$ cat src/rtl/reg_file_seq.sv
// Sequencer that drives the single access port of a small register file.
// It accepts one micro-instruction over a valid/ready handshake and expands it
// into a read / write / flag-write sequence. Bus outputs are registered on the
// posedge, so they stay steady through the register file's negedge capture.
module reg_file_seq #(
  parameter int unsigned NUM_REGS = 4,
  parameter int unsigned FLAG_REG = 3,
  parameter int unsigned DATA_W   = 4
) (
  input  logic              clk,
  input  logic              rst,
  input  logic              instr_valid,
  input  logic [9:0]        instr,
  output logic              instr_ready,
  output logic              rf_write_en,
  output logic [3:0]        rf_reg_no,
  output logic [DATA_W-1:0] rf_val,
  input  logic [DATA_W-1:0] rf_dout,
  output logic              rsp_valid,
  output logic [DATA_W-1:0] rsp_data,
  output logic              err,
  output logic              busy
);

  typedef enum logic [2:0] {S_IDLE, S_RDSRC, S_WR, S_WRF, S_DONE} state_e;
  typedef enum logic [1:0] {OP_LDI, OP_ADDI, OP_MOV, OP_RD} op_e;

  localparam logic [4:0] NUM_REGS_L = 5'(NUM_REGS);
  localparam logic [3:0] FLAG_IDX   = 4'(FLAG_REG);
  localparam int unsigned MSB       = DATA_W - 1;

  state_e              state_q, state_d;
  op_e                 op_q, op_d;
  logic [3:0]          rd_q, rd_d;
  logic [3:0]          src_q, src_d;
  logic [DATA_W-1:0]   result_q, result_d;
  logic [DATA_W-1:0]   flags_q, flags_d;

  logic                we_q, we_d;
  logic [3:0]          reg_no_q, reg_no_d;
  logic [DATA_W-1:0]   val_q, val_d;
  logic                rsp_valid_q, rsp_valid_d;
  logic [DATA_W-1:0]   rsp_data_q, rsp_data_d;
  logic                err_q, err_d;

  // Scratch values for the decode and ALU paths.
  op_e                 in_op;
  logic                accept;
  logic                illegal;
  logic [DATA_W-1:0]   imm_ext;
  logic [DATA_W:0]     sum5;
  logic [DATA_W-1:0]   alu_res;

  // Ready only in IDLE and never while reset is held.
  assign instr_ready = (state_q == S_IDLE) && rst;
  assign busy        = (state_q != S_IDLE);
  assign accept      = instr_valid && instr_ready;

  assign rf_write_en = we_q;
  assign rf_reg_no   = reg_no_q;
  assign rf_val      = val_q;
  assign rsp_valid   = rsp_valid_q;
  assign rsp_data    = rsp_data_q;
  assign err         = err_q;

  // Next-state, next-output and ALU logic for the sequence.
  always_comb begin
    // NOTE: every variable gets a default first, so no path can infer a latch.
    state_d     = state_q;
    op_d        = op_q;
    rd_d        = rd_q;
    src_d       = src_q;
    result_d    = result_q;
    flags_d     = flags_q;
    we_d        = 1'b0;
    reg_no_d    = 4'd0;
    val_d       = '0;
    rsp_valid_d = 1'b0;
    rsp_data_d  = '0;
    err_d       = 1'b0;
    in_op       = op_e'(instr[9:8]);
    illegal     = ({1'b0, instr[7:4]} >= NUM_REGS_L) ||
                  ((in_op == OP_MOV) && ({1'b0, instr[3:0]} >= NUM_REGS_L));
    imm_ext     = DATA_W'(src_q);
    sum5        = {1'b0, rf_dout} + {1'b0, imm_ext};
    alu_res     = (op_q == OP_ADDI) ? sum5[DATA_W-1:0] : rf_dout;

    unique case (state_q)
      S_IDLE: begin
        if (accept) begin
          op_d  = in_op;
          rd_d  = instr[7:4];
          src_d = instr[3:0];
          if (illegal) begin
            state_d     = S_DONE;
            result_d    = '0;
            rsp_valid_d = 1'b1;
            err_d       = 1'b1;
          end else if (in_op == OP_LDI) begin
            state_d  = S_WR;
            result_d = DATA_W'(instr[3:0]);
            we_d     = 1'b1;
            reg_no_d = instr[7:4];
            val_d    = DATA_W'(instr[3:0]);
          end else begin
            state_d  = S_RDSRC;
            reg_no_d = (in_op == OP_MOV) ? instr[3:0] : instr[7:4];
          end
        end
      end
      S_RDSRC: begin
        if (op_q == OP_RD) begin
          state_d     = S_DONE;
          result_d    = rf_dout;
          rsp_valid_d = 1'b1;
          rsp_data_d  = rf_dout;
        end else begin
          state_d  = S_WR;
          result_d = alu_res;
          we_d     = 1'b1;
          reg_no_d = rd_q;
          val_d    = alu_res;
          if (op_q == OP_ADDI) begin
            flags_d      = '0;
            flags_d[0]   = (alu_res == '0);
            flags_d[1]   = sum5[DATA_W];
            flags_d[2]   = alu_res[MSB];
            flags_d[3]   = (rf_dout[MSB] == imm_ext[MSB]) && (alu_res[MSB] != rf_dout[MSB]);
          end
        end
      end
      S_WR: begin
        if (op_q == OP_ADDI) begin
          state_d  = S_WRF;
          we_d     = 1'b1;
          reg_no_d = FLAG_IDX;
          val_d    = flags_q;
        end else begin
          state_d     = S_DONE;
          rsp_valid_d = 1'b1;
          rsp_data_d  = result_q;
        end
      end
      S_WRF: begin
        state_d     = S_DONE;
        rsp_valid_d = 1'b1;
        rsp_data_d  = result_q;
      end
      S_DONE:  state_d = S_IDLE;
      default: state_d = S_IDLE;
    endcase
  end

  // State, operand and registered bus outputs; reset clears the bus at once.
  always_ff @(posedge clk or negedge rst) begin
    if (!rst) begin
      state_q     <= S_IDLE;
      op_q        <= OP_LDI;
      rd_q        <= 4'd0;
      src_q       <= 4'd0;
      result_q    <= '0;
      flags_q     <= '0;
      we_q        <= 1'b0;
      reg_no_q    <= 4'd0;
      val_q       <= '0;
      rsp_valid_q <= 1'b0;
      rsp_data_q  <= '0;
      err_q       <= 1'b0;
    end else begin
      // NOTE: non-blocking assignments so every register samples pre-edge values.
      state_q     <= state_d;
      op_q        <= op_d;
      rd_q        <= rd_d;
      src_q       <= src_d;
      result_q    <= result_d;
      flags_q     <= flags_d;
      we_q        <= we_d;
      reg_no_q    <= reg_no_d;
      val_q       <= val_d;
      rsp_valid_q <= rsp_valid_d;
      rsp_data_q  <= rsp_data_d;
      err_q       <= err_d;
    end
  end

endmodule
$ cat config.mk
export PLATFORM = sky130hd
export DESIGN_NAME = reg_file_seq
export DESIGN_NICKNAME = d
export VERILOG_FILES = /design/src/rtl/reg_file_seq.sv
export SDC_FILE = /design/constraint.sdc
export NUM_CORES = 1
export LEC_CHECK = 0
export BUFFER_PORTS_ARGS = -buffer_cell sky130_fd_sc_hd__buf_4
export CORE_UTILIZATION = 58
export CTS_CLUSTER_SIZE = 12
export DETAILED_ROUTE_END_ITERATION = 10
export PLACE_DENSITY = 0.83
export SYNTH_ARGS = -nofsm -noshare
export SYNTH_HDL_FRONTEND = slang
export SYNTH_SLANG_ARGS = --single-unit
$ cat constraint.sdc
create_clock -name clk -period 4.92 [get_ports clk]
set_input_delay 0.246 -clock clk [delete_from_list [all_inputs] [get_ports clk]]
set_output_delay 0.246 -clock clk [all_outputs]
set_load 0.02 [all_outputs]
==> results.toml <==
[hold_path]
whs_path_depth = 3
min_to = "rd_q[2]$_DFFE_PN0P_"
min_from = "instr[6]"
hp-class = "input port to flip-flop"

[cells_and_area]
final_core_util_pct = 74.40
nNetsFinal = 226
n_fill_cell = 210
antenna_cells = 0
drive_gt1_share_pct = 25.85
synthToLayoutAreaGrowth_pct = 20.35

[yosys]
ys_types = 37
yosysWarnings = 0
synthAdderAreaFrac_pct = 4.040
ys_seq_area_share_pct = 51.95
synth_simple_gate_area_share_pct = 23.30
synth-seq-cells = 36
synth_cells = 168
synth_compound_area_share_pct = 13.06
synth_top_family_by_area = "simple AND/OR/NAND/NOR gates"
synth-xor-area-share_pct = 1.010
syn_avg_cell_area_um2 = 10.32
synth_nets = 190
muxShareOfSynthArea_pct = 4.834
synth_area_um2 = 1734

[route]
drt-pass1-iter-count = 9
wl_um = 3784
route.detailed.drc = 4
ant_nets = 0
vias = 1394
drt_iter0_markers = 75
vias_per_cell = 5.907
wl_per_cell_um = 16.03

[setup_path]
r2r_cells = 6
rr_endpoint = "result_q[2]$_DFFE_PN0P_"
endpoint_kind = "flip-flop"
reg2reg_setup_slack_ps = 3000
start_kind = "flip-flop"
worstPathRequired_ps = 5170
critPathKind = "flip-flop to flip-flop"
cp_max_fo = 3
reg2reg_from = "imm_ext[0]$_DFFE_PN0P_"
arrival_ps = 2170

[power_and_ir_drop]
p_leak_nw = 1.096
p_int_mw = 0.5510
p_sw_share_pct = 32.93
ir_worst_vdd_v = 0.0002532
power.density_nw_per_um2 = 393.6
power.share.combinational_pct = 27.3
pwr-share-clk_pct = 25.3
seqPwrFrac_pct = 47.3
switchingPower_mw = 0.2705

[global_routing]
grt_pass1_wl_um = 6354
overflow = 0
grt.total_usage_pct = 26.70
grt_pass1_vias = 1374
antenna_found_initial = 0
grt_start_max_net_pins = 40

[clocking]
clockBufferDepth = 2
cts_resized = 0
insertion_delay_ps = 350
cts-buffers-inserted = 5
clock-root-buffer = "clkbuf_4"
h-tree-depth = 2
cts_tree = "yes"
cts_sinks = 36
clkSlewWorstSetupHoldPaths_ps = 110

[die]
start_util_pct = 61.82
pin_count = 34
dieArea_um2 = 3213
core-area_um2 = 2805
num_rows = 19
die_w_um = 56.68
dieHeight_um = 56.68

[timing]
finalSetupTns_ps = 0
fmax_mhz = 520.3
finalSetupViolCount = 0
drv_slew = 0
relSlewSlack_pct = 57.93
fin_crit_sh_pct = 39.06
max_slew.worst_pin.slew_ps = 628.7
rsz0062_at_grt = "false"
finalHoldViolations = 0
final.setup_skew_ps = 13.15
min_period_ps = 1922

[place]
gp_congestion = 0.7819
portBuffers = 33
dpl.hpwl_um = 2950

[status]
violations = "design-rule violations"
status = "finished, violations left"

[flow_run]
cap_viol_max_count = 0
[logic make-up (layout without fill, tap and decap cells)]
logic type / after synthesis / in the layout
AO/OA/AOI/OAI: 31 / 31
XOR/XNOR: 2 / 2
adder cells (fa/ha/maj): 5 / 5
buffers and inverters: 7 / 44
flip-flops: 36 / 36
multiplexers: 8 / 8
AND/OR/NAND/NOR: 79 / 79
[layout make-up]
type	count	area [um^2]	area share [%]
multi-input cells	125	802.0	38.43
inverters	2	7.507	0.3597
clock buffers	5	37.54	1.799
flip-flops and latches	36	900.9	43.17
well taps	31	38.79	1.859
repair buffers	34	257.7	12.35
clock inverters	3	42.54	2.038
[sequential cells by signal, indices dropped and copies added (netlist names), 3 cells and up]
signal and count:
flags_q 4, imm_ext 4, rd_q 4, result_q 4, rf_reg_no 4, rf_val 4
rsp_data 4, state_q 3
[cells in the mapped netlist (all sizes together)]
| master | count | area [um^2] |
|---|---|---|
| nand2 | 41 | 153.9 |
| dfrtp | 36 | 900.9 |
| nor2 | 11 | 43.80 |
| a21oi | 8 | 43.79 |
| a221o | 5 | 50.05 |
| mux2i | 5 | 50.05 |
| a22o | 4 | 35.03 |
| and2 | 4 | 25.02 |
| buf | 4 | 20.02 |
| ha | 4 | 50.05 |
| nand2b | 4 | 25.02 |
| nor3 | 4 | 30.03 |
| o21ai | 4 | 23.77 |
| o31ai | 4 | 30.03 |
| or3 | 4 | 25.02 |
| and3 | 3 | 18.77 |
| mux2 | 3 | 33.78 |
| o22ai | 3 | 18.77 |
| inv | 2 | 7.510 |
| nand3 | 2 | 15.01 |
| nor3b | 2 | 20.02 |
| nor4b | 2 | 32.53 |
| xor2 | 2 | 17.52 |
| a211oi | 1 | 7.510 |
| a32o | 1 | 10.01 |
| clkbuf | 1 | 3.750 |
| fa | 1 | 20.02 |
| o21a | 1 | 7.510 |
| or2 | 1 | 6.260 |
| or3b | 1 | 8.760 |
[worst max-delay path, stage by stage (launching register included)]
cell     delay, ps
dfrtp_1        410
ha_1           220
fa_1           400
xor2_1         150
mux2i_1        240
o22ai_1        120
mux2_2         280
[metrics by stage]
| stage | hold WS, ps | setup slack, ps | cells | area (um^2) | power (mW) |
|---|---|---|---|---|---|
| 2_1_floorplan | -49.59 | 3174 | 168 | 1734 | 0.5374 |
| 3_3_place_gp | 224.6 | 3051 | 227 | 1997 | 0.6029 |
| 3_5_place_dp | 226.0 | 3007 | 227 | 1997 | 0.6188 |
| 4_1_cts | 90.13 | 2984 | 236 | 2087 | 0.8241 |
| 5_1_grt | 101.5 | 2783 | 236 | 2087 | 0.8658 |
| 6_report | 89.24 | 2998 | 236 | 2087 | 0.8214 |
[cells in the final DEF (no fill, tap or decap), drive strengths merged, types with 2 or more instances in the layout]
| cell | instances |
|---|---|
| nand2 | 41 |
| dfrtp | 36 |
| buf | 33 |
| nor2 | 11 |
| a21oi | 8 |
| a221o | 5 |
| mux2i | 5 |
| clkbuf | 5 |
| nand2b | 4 |
| or3 | 4 |
| o31ai | 4 |
| and2 | 4 |
| a22o | 4 |
| ha | 4 |
| o21ai | 4 |
| nor3 | 4 |
| and3 | 3 |
| o22ai | 3 |
| mux2 | 3 |
| inv | 2 |
| xor2 | 2 |
| nand3 | 2 |
| nor4b | 2 |
| nor3b | 2 |
[how the worst max path moves through the flow]
stage	startpoint	end	slack [ps]	cells past startpoint
2_1_floorplan	imm_ext[0]$_DFFE_PN0P_	result_q[2]$_DFFE_PN0P_	3170	6
3_5_place_dp	imm_ext[0]$_DFFE_PN0P_	result_q[2]$_DFFE_PN0P_	3010	6
6_report	imm_ext[0]$_DFFE_PN0P_	result_q[2]$_DFFE_PN0P_	3000	6
3_3_place_gp	imm_ext[0]$_DFFE_PN0P_	result_q[2]$_DFFE_PN0P_	3050	6
4_1_cts	rst	rf_val[0]$_DFF_PN0_	2980	5
5_1_grt	rst	rsp_valid$_DFF_PN0_	2780	6
[what timing repair did]
| item | CTS | global route |
|---|---|---|
| hold buffers | 1 | 0 |
| endpoints found under the hold margin | 36 | 0 |
| buffers inserted | 0 | 0 |
[layer usage]
metal / global-route usage (%) / share of wire (%) / up-vias
met5: 0 / 0 / -
met4: 10.00 / 2.2 / 0
met3: 6.452 / 6.2 / 11
met2: 46.43 / 52 / 50
met1: 31.85 / 40 / 674
li1: - / - / 659
[power by group through the flow]
stage	registers [mW]	clock network [mW]	logic [mW]
5_1_grt	0.395	0.218	0.253
3_5_place_dp	0.395	0	0.223
4_1_cts	0.389	0.210	0.225
6_report	0.389	0.208	0.224
3_3_place_gp	0.390	0	0.213
2_1_floorplan	0.392	0	0.146
Power figures use the tool's default switching activity.
